**config.mk**
```make
export PLATFORM = sky130hd
export DESIGN_NAME = demux_1x8_sync_flat
export DESIGN_NICKNAME = d
export VERILOG_FILES = /design/src/rtl/demux_1x8_sync_if.sv /design/src/rtl/demux_1x8_sync.sv /design/src/flat_wrapper.sv
export SDC_FILE = /design/constraint.sdc
export NUM_CORES = 1
export LEC_CHECK = 0
export CORE_AREA = 2 2 39 41
export CTS_CLUSTER_DIAMETER = 100
export DETAILED_ROUTE_END_ITERATION = 10
export DIE_AREA = 0 0 41 43
export GPL_TIMING_DRIVEN = 0
export HOLD_SLACK_MARGIN = 0.06
export SLEW_MARGIN = 20
export SYNTH_ARGS = -nofsm -noshare
export SYNTH_HDL_FRONTEND = slang
export SYNTH_HIERARCHICAL = 1
export SYNTH_SLANG_ARGS = --single-unit
```
**constraint.sdc**
```tcl
create_clock -name clk -period 1.55 [get_ports clk]
set_input_delay 0.31 -clock clk [delete_from_list [all_inputs] [get_ports clk]]
set_output_delay 0.31 -clock clk [all_outputs]
set_load 0.02 [all_outputs]
```
**src/rtl/demux_1x8_sync_if.sv**
```systemverilog
// Bus bundle for the registered 1-to-8 demux: shared source in/sel, eight routed outputs.
interface demux_1x8_sync_if #(
    parameter int WIDTH = 1
);
    logic [WIDTH-1:0] in;
    logic [2:0]       sel;
    logic [WIDTH-1:0] y0, y1, y2, y3, y4, y5, y6, y7;

    modport master (
        output in, sel,
        input  y0, y1, y2, y3, y4, y5, y6, y7
    );

    modport slave (
        input  in, sel,
        output y0, y1, y2, y3, y4, y5, y6, y7
    );
endinterface

```
**src/rtl/demux_1x8_sync.sv**
```systemverilog
// Registered 1-to-8 demultiplexer: in is routed to the output selected by sel,
// all other outputs are cleared at the same edge.
module demux_1x8_lane #(
    parameter int WIDTH = 1
) (
    input  logic             clk,
    input  logic             rst,
    input  logic             hit,
    input  logic [WIDTH-1:0] d,
    output logic [WIDTH-1:0] q
);
    // Unselected lanes load zero every cycle rather than holding their value.
    always_ff @(posedge clk) begin
        if (rst)      q <= '0;
        else if (hit) q <= d;
        else          q <= '0;
    end
endmodule

module demux_1x8_sync #(
    parameter int WIDTH = 1
) (
    input  logic              clk,
    input  logic              rst,
    demux_1x8_sync_if.slave   bus
);
    localparam int NUM_LANES = 8;

    logic [NUM_LANES-1:0]            hit;
    logic [NUM_LANES-1:0][WIDTH-1:0] y_q;

    // Full decode; an unknown sel matches no lane, so every output clears.
    always_comb begin
        hit = '0;
        case (bus.sel)
            3'd0:    hit = 8'b0000_0001;
            3'd1:    hit = 8'b0000_0010;
            3'd2:    hit = 8'b0000_0100;
            3'd3:    hit = 8'b0000_1000;
            3'd4:    hit = 8'b0001_0000;
            3'd5:    hit = 8'b0010_0000;
            3'd6:    hit = 8'b0100_0000;
            3'd7:    hit = 8'b1000_0000;
            default: hit = '0;
        endcase
    end

    for (genvar i = 0; i < NUM_LANES; i++) begin : g_lane
        demux_1x8_lane #(.WIDTH(WIDTH)) u_lane (
            .clk (clk),
            .rst (rst),
            .hit (hit[i]),
            .d   (bus.in),
            .q   (y_q[i])
        );
    end

    assign bus.y0 = y_q[0];
    assign bus.y1 = y_q[1];
    assign bus.y2 = y_q[2];
    assign bus.y3 = y_q[3];
    assign bus.y4 = y_q[4];
    assign bus.y5 = y_q[5];
    assign bus.y6 = y_q[6];
    assign bus.y7 = y_q[7];
endmodule

```
**src/flat_wrapper.sv**
```systemverilog
// flat-port wrapper written by rule: the top's interface ports become plain ports
module demux_1x8_sync_flat 
#(
    parameter int WIDTH = 1
)
  (clk, rst, bus_in, bus_sel, bus_y0, bus_y1, bus_y2, bus_y3, bus_y4, bus_y5, bus_y6, bus_y7);
  demux_1x8_sync_if #(.WIDTH(WIDTH)) bus_i ();
  input  logic clk;
  input  logic rst;
  input wire logic [$bits(bus_i.in)-1:0] bus_in;
  input wire logic [$bits(bus_i.sel)-1:0] bus_sel;
  output wire logic [$bits(bus_i.y0)-1:0] bus_y0;
  output wire logic [$bits(bus_i.y1)-1:0] bus_y1;
  output wire logic [$bits(bus_i.y2)-1:0] bus_y2;
  output wire logic [$bits(bus_i.y3)-1:0] bus_y3;
  output wire logic [$bits(bus_i.y4)-1:0] bus_y4;
  output wire logic [$bits(bus_i.y5)-1:0] bus_y5;
  output wire logic [$bits(bus_i.y6)-1:0] bus_y6;
  output wire logic [$bits(bus_i.y7)-1:0] bus_y7;
  assign bus_i.in = bus_in;
  assign bus_i.sel = bus_sel;
  assign bus_y0 = bus_i.y0;
  assign bus_y1 = bus_i.y1;
  assign bus_y2 = bus_i.y2;
  assign bus_y3 = bus_i.y3;
  assign bus_y4 = bus_i.y4;
  assign bus_y5 = bus_i.y5;
  assign bus_y6 = bus_i.y6;
  assign bus_y7 = bus_i.y7;
  demux_1x8_sync #(.WIDTH(WIDTH)) u_core (.clk(clk), .rst(rst), .bus(bus_i));
endmodule
```
==> qor.yml, run 1 <==
status: "complete, no violations"
yosysUniqueCellTypes: 6
syn-mean-instance-area_um2: 12.30
highest_layer: "met4"
dr_wl_met3_um: 27
arrival_ps: 1170
wire_per_inst_um: 9.161
cp_top_family: "buffers and inverters"
finalNetCount: 48
combPwrFrac_pct: 10.9
hold_ws_ps: 826.2
postPlaceCellArea_um2: 445.4
num_rows: 14
max_freq_mhz: 676.8
dr_wl_met2_um: 234
slowest_stage: "clkdlybuf4s50_1"
pin_count: 14
fillerInstances: 161
grt_first_pass_wirelength_um: 786
swShare_pct: 21.08
dieArea_mm2: 0.001763
synth_flop_cell: "dfxtp_1"
drtIter0Drc: 1
cp.required_ps: 1240
start_util_pct: 21.34
min_path_type: "in -> reg"
setup_slack_ps: 72.52
cts_setup_buffers: 0
worstSetupStartpointType: "flip-flop"
final_layout_size_suffix_gt1_share_pct: 17.50
peakVddDrop_mv: 0.2955
synth_cells: 24
path_max_fanout: 1
tightest_slew_ps: 220.3
drv_cap: 0
numCtsBuffers: 3
cts-root-buf: "clkbuf_4"
period_needed_ps: 1477
cts_tree: "yes"
track_usage_pct: 7.460
netlist.area_leader.share_pct: 54.24
finalWeightedCongestion: 0.6019
finalHoldViolations: 0
synth_enable_flop_cells: 0
power_frac_seq_pct: 51.2
rsz0062_at_grt: "no"
cp-end-kind: "primary output"
intPower_mw: 0.3239
path_class: "reg -> out"
synthArstFlopShare_pct: 0
post-route-period-util_pct: 95.32
critical_path_buf_inv_count: 1
crit_cells: 1
seq_area_frac_synth_pct: 54.24
drt-total-wl_um: 513
clock-sinks: 8
cts_resized: 0
dp_slack_ps: 162.8
ys.warnings.count: 6
drc: 0
power_switching_mw: 0.08653
die_x_um: 41
io_buffers: 13
clockPowerShare_pct: 38.0
powerDensity_mw_per_mm2: 877.1
largest_reg_flops: 8
grt_max_degree: 9
clk_path_buf_depth: 2
cp_cell_sequence: "clkdlybuf4s50_1"
num_vias: 235
finalSetupTns_ps: 0
syn_area_um2: 295.3
mappedNetlistNets: 30
ys_seq_elements: 8
final_antenna_net_count: 0
p_leak_nw: 0.2144
top_register: "u_core/g_lane.u_lane/q"
max_slew_margin_pct: 85.27
hold-path-cell-count: 2
wl_met1_um: 231
routed_via_density: 4.196
synth_area_leader_cell: "dfxtp_1"
coreArea_mm2: 0.001384
ys_top_cells_by_area: "dfxtp_1 54%, and3b_1 24%, and3b_2 10%"
htreeDepth: 1
antenna_found_initial: 0
max_stage_delay_ps: 600
biggestRegsByFlops: "u_core/g_lane.u_lane/q (8)"
slew_viol_final: 0
cts.clk_slew.worst_paths_ps: 50
fp.dieH_um: 43
finalSetupViolations: 0
drt_pre_antenna_iters: 2
grt_overflow: 0
syn_to_final_growth_pct: 58.47
antenna_cells: 0
synth_common_cells: "8 x and3b_1, 8 x dfxtp_1, 3 x and3b_2, 3 x nor3b_1"
stdcell_area_um2: 467.9
grt_pass1_vias: 199
cts_hold_buf: 0
power by group through the flow:
stage                     Sequential (mW)  Clock, mW  Combinational [mW]
after floorplan                     0.219          0              0.0114
after global placement              0.214          0              0.0445
after detailed placement            0.215          0              0.0450
after CTS                           0.210      0.165              0.0450
after global routing                0.210      0.176              0.0486
final                               0.210      0.156              0.0446
final timing paths:
path	from	endpoint	slack, ps
hold / removal	rst	u_core/g_lane[6].u_lane/q$_SDFF_PP0_	830
setup / recovery	u_core/g_lane[4].u_lane/q$_SDFF_PP0_	bus_y4	70
layout make-up:
class                      count  area, µm²  share of cell area [%]
sequential                     8      160.2                   34.22
timing repair buffer          13      130.1                   27.81
clock buffer                   3      22.52                   4.813
tap                           16      20.02                   4.278
multi-input combinational     16      135.1                   28.88
cells by family after synthesis:
| logic type | after synthesis | share of synthesized area [%] |
|---|---|---|
| AND/OR/NAND/NOR | 16 | 45.76 |
| flip-flops | 8 | 54.24 |
metal layers:
layer | vias to the layer above | GRT usage, %
met2 | 10 | 9.688
met4 | 0 | 12.00
li1 | 121 | -
met1 | 102 | 7.166
met3 | 2 | 1.571
met5 | - | 0
through the flow:
stage / utilization [%] / power, mW / cells
6_report: 33.82 / 0.4105 / 56
4_1_cts: 33.82 / 0.4202 / 56
2_1_floorplan: - / 0.2303 / 24
3_3_place_gp: 32.19 / 0.2589 / 53
3_5_place_dp: 32.19 / 0.2595 / 53
5_1_grt: 33.82 / 0.4343 / 56
cells in the final DEF, fill, tap and decap left out:
master | netlist | layout
nor3b_1 | 3 | 3
nor3_1 | 1 | 1
and3b_2 | 3 | 3
dfxtp_1 | 8 | 8
clkbuf_4 | 0 | 3
and3b_1 | 8 | 8
and3_2 | 1 | 1
clkdlybuf4s50_1 | 0 | 13
No activity file was read; power rests on OpenSTA's default activity.
==> run 2: changes to the inputs <==
Settings changed: CORE_AREA 2 2 39 41 to 8 8 45 47, DIE_AREA 0 0 41 43 to 0 0 53 55.
==> qor.yml, run 2 (synthesis gave the netlist of run 1 again) <==
status: "complete, no violations"
fp.dieH_um: 55
grt_first_pass_wirelength_mm: 1.035
critical_path_buf_inv_count: 1
layout_commonest_cell: "clkdlybuf4s50_1"
drt_pre_antenna_iters: 1
drt-total-wl_um: 628
final_antenna_net_count: 0
max_slew_margin_pct: 84.45
slew_viol_final: 0
antenna_found_initial: 0
wire_per_inst_um: 11.21
start_util_pct: 21.34
cts_hold_buf: 0
cts.clk_slew.worst_paths_ps: 50
syn_to_final_growth_pct: 58.47
slowest_stage: "clkdlybuf4s50_1"
pin_count: 14
clk_path_buf_depth: 2
biggestRegsByFlops: "u_core/g_lane.u_lane/q (8)"
io_buffers: 13
powerDensity_mw_per_mm2: 871.9
mostFrequentLayoutCells: "13 x clkdlybuf4s50_1, 8 x and3b_1, 8 x dfxtp_1"
top_register: "u_core/g_lane.u_lane/q"
path_max_fanout: 1
grt_overflow: 0
num_rows: 14
tightest_slew_ps: 232.5
cts_resized: 0
arrival_ps: 1160
num_vias: 235
max_stage_delay_ps: 600
post-route-period-util_pct: 94.95
die_x_um: 53
finalNetCount: 48
finalWeightedCongestion: 0.6049
drc: 0
period_needed_ps: 1472
cp.required_ps: 1240
hold_ws_ps: 842.9
finalSetupTns_ps: 0
grt_max_degree: 9
cp_top_family: "buffers and inverters"
worstSetupStartpointType: "flip-flop"
peakVddDrop_mv: 0.2366
max_freq_mhz: 679.5
finalHoldViolations: 0
numCtsBuffers: 3
track_usage_pct: 5.266
cts_setup_buffers: 0
htreeDepth: 1
p_leak_nw: 0.2144
cts_tree: "yes"
drv_cap: 0
rsz0062_at_grt: "no"
clock-sinks: 8
coreArea_mm2: 0.001384
largest_reg_flops: 8
antenna_cells: 0
dieArea_mm2: 0.002915
finalSetupViolations: 0
routed_via_density: 4.196
cts-root-buf: "clkbuf_4"
drtIter0Drc: 0
min_path_type: "in -> reg"
cp-end-kind: "primary output"
cp_cell_sequence: "clkdlybuf4s50_1"
final_layout_size_suffix_gt1_share_pct: 17.50
path_class: "reg -> out"
grt_pass1_vias: 258
-- run 2: worst paths after layout --
check	start	end	cells after the start
max	u_core/g_lane[1].u_lane/q$_SDFF_PP0_	bus_y1	1
min	bus_in	u_core/g_lane[0].u_lane/q$_SDFF_PP0_	2
-- run 2: routing by layer --
| metal | part of all wire (%) | GRT usage, % | up-vias |
|---|---|---|---|
| met2 | 49 | 8.398 | 9 |
| met5 | 0 | 0 | - |
| met4 | 4.3 | 9.052 | 0 |
| li1 | - | - | 121 |
| met3 | 6.5 | 0.8021 | 2 |
| met1 | 39 | 4.455 | 103 |
-- run 2: final cells by class --
type | count | area (µm²)
clock buffer | 3 | 22.52
fill | 152 | 915.9
multi-input combinational | 16 | 135.1
sequential | 8 | 160.2
tap | 16 | 20.02
timing repair buffer | 13 | 130.1
-- run 2: through the flow --
step	total power [mW]	worst slack (ps)	instance area, µm²	std cells	util, %
2_1_floorplan	0.2303	804.0	295.3	24	-
3_3_place_gp	0.2591	167.6	445.4	53	32.19
3_5_place_dp	0.2601	150.9	445.4	53	32.19
4_1_cts	0.4171	54.79	467.9	56	33.82
5_1_grt	0.4292	39.43	467.9	56	33.82
6_report	0.4080	78.29	467.9	56	33.82
-- run 2: where the power goes --
group	total (mW)	internal, mW	switching, mW
Clock	0.153	0.0882	0.0644
Sequential	0.210	0.209	0.000810
Combinational	0.0453	0.0263	0.0190
Total	0.408	0.324	0.0842
==> run 3: changes to the inputs <==
Settings changed: SYNTH_HIERARCHICAL 1 to default.
==> qor.yml, run 3 <==
rsz0062_at_grt: "no"
cts.clk_slew.worst_paths_ps: 50
synthArstFlopShare_pct: 0
synthMuxAreaShare_pct: 0
pin_count: 14
finalHoldViolations: 0
drtIter0Drc: 3
powerDensity_mw_per_mm2: 988.4
grt_max_degree: 6
antenna_found_initial: 0
postPlaceCellArea_um2: 382.9
min_path_type: "in -> reg"
die_x_um: 53
ys_top_cells_by_area: "dfxtp_1 69%, nor2_1 9.7%, nand2b_1 5.4%"
path_max_fanout: 1
dieArea_mm2: 0.002915
crit_cells: 1
synthXorXnorAreaFrac_pct: 0
biggestRegsByFlops: "u_core.g_lane.u_lane.q (8)"
synth_common_cells: "8 x dfxtp_1, 6 x nor2_1, 2 x nand2b_1"
ff_latch_area_um2: 160.2
status: "complete, no violations"
fp.dieH_um: 55
slowest_stage: "clkdlybuf4s50_1"
numCtsBuffers: 3
finalNetCount: 45
final_layout_size_suffix_gt1_share_pct: 13.51
clock-sinks: 8
synthSimpleGateAreaFrac_pct: 31.18
period_needed_ps: 1462
synth_flop_cell: "dfxtp_1"
clk_path_buf_depth: 2
largest_reg_flops: 8
seq_area_frac_synth_pct: 68.82
cts_setup_buffers: 0
peakVddDrop_mv: 0.2900
track_usage_pct: 3.943
finalWeightedCongestion: 0.6131
start_util_pct: 16.82
finalSetupViolations: 0
tightest_slew_ps: 218.1
num_rows: 14
drv_cap: 0
path_class: "reg -> out"
num_vias: 185
syn_area_um2: 232.7
synth_enable_flop_cells: 0
dp_hpwl_um: 383.4
io_buffers: 13
critical_path_buf_inv_count: 1
grt_first_pass_wirelength_um: 752
synth_top_family_by_area: "simple AND/OR/NAND/NOR gates"
coreArea_mm2: 0.001384
synth_cells: 21
netlist.area_leader.share_pct: 68.82
grt_overflow: 0
cts_hold_buf: 0
drt_pre_antenna_iters: 2
htreeDepth: 1
post-route-period-util_pct: 94.32
stdcell_area_um2: 405.4
yosys.area_share.adder_pct: 0
arrival_ps: 1150
cp_top_family: "buffers and inverters"
drc: 0
max_freq_mhz: 684.0
cp_cell_sequence: "clkdlybuf4s50_1"
synth_most_common_cell: "dfxtp_1"
multiInputGateArea_um2: 72.57
antenna_cells: 0
mostFrequentLayoutCells: "13 x clkdlybuf4s50_1, 8 x dfxtp_1, 6 x nor2_1"
final_antenna_net_count: 0
ys.warnings.count: 0
fillerInstances: 161
worstSetupStartpointType: "flip-flop"
synth_compound_area_share_pct: 0
mappedNetlistNets: 27
cts_resized: 0
top_register: "u_core.g_lane.u_lane.q"
layout_commonest_cell: "clkdlybuf4s50_1"
cts_tree: "yes"
syn_to_final_growth_pct: 74.19
wire_per_inst_um: 8.943
max_slew_margin_pct: 85.42
cp.required_ps: 1240
p_leak_nw: 0.1477
yosysUniqueCellTypes: 8
routed_via_density: 3.491
syn-mean-instance-area_um2: 11.08
slew_viol_final: 0
drt-total-wl_um: 474
grt_pass1_vias: 189
cp-end-kind: "primary output"
finalSetupTns_ps: 0
ys_seq_elements: 8
synth_area_leader_cell: "dfxtp_1"
cts-root-buf: "clkbuf_4"
max_stage_delay_ps: 600
hold-path-cell-count: 2
[run 3: cell count changes after synthesis, sizes merged]
cell	previous run	this run
nand2	0	1
nand2b	0	2
and3	1	0
or3b	0	1
nor3	1	2
nand3b	0	1
nor3b	3	0
and3b	11	0
nor2	0	6
[run 3: kinds of logic (layout without fill, tap and decap cells)]
family,count (synthesis),count (layout)
simple gates,13,13
flops,8,8
buf+inv,0,16
[run 3: power by group]
| group | switching (mW) | leakage, nW | internal [mW] | total, mW |
|---|---|---|---|---|
| logic | 0.0155 | 0.0691 | 0.0216 | 0.0371 |
| clock network | 0.0653 | 0.0138 | 0.0882 | 0.154 |
| registers | 0.000740 | 0.0648 | 0.209 | 0.210 |
| total | 0.0816 | 0.148 | 0.319 | 0.401 |
[run 3: final timing paths]
check | to | startpoint | slack [ps]
max | bus_y4 | u_core.g_lane[4].u_lane.q$_SDFF_PP0_ | 90
min | u_core.g_lane[0].u_lane.q$_SDFF_PP0_ | bus_sel[0] | 720
[run 3: final cells by class]
type / instances / area share (%)
clock buffers: 3 / 5.556
repair buffers: 13 / 32.10
flip-flops and latches: 8 / 39.51
multi-input cells: 13 / 17.90
well taps: 16 / 4.938
[run 3: routing by layer]
layer | vias to the layer above | GRT usage, % | wire [µm]
li1 | 101 | - | -
met1 | 74 | 4.281 | 199
met2 | 10 | 3.516 | 192
met3 | 0 | 3.743 | 81
met4 | 0 | 5.172 | 0
met5 | - | 0 | 0
[run 3: stage by stage]
step	util (%)	hold slack [ps]	std cells	total power [mW]	worst slack, ps
final	29.29	719.8	53	0.4007	87.98
after global routing	29.29	730.8	53	0.4252	44.43
after CTS	29.29	711.0	53	0.4104	67.00
after detailed placement	27.67	974.4	50	0.2518	172.1
after global placement	27.67	975.4	50	0.2517	194.1
after floorplan	-	379.0	21	0.2279	683.8
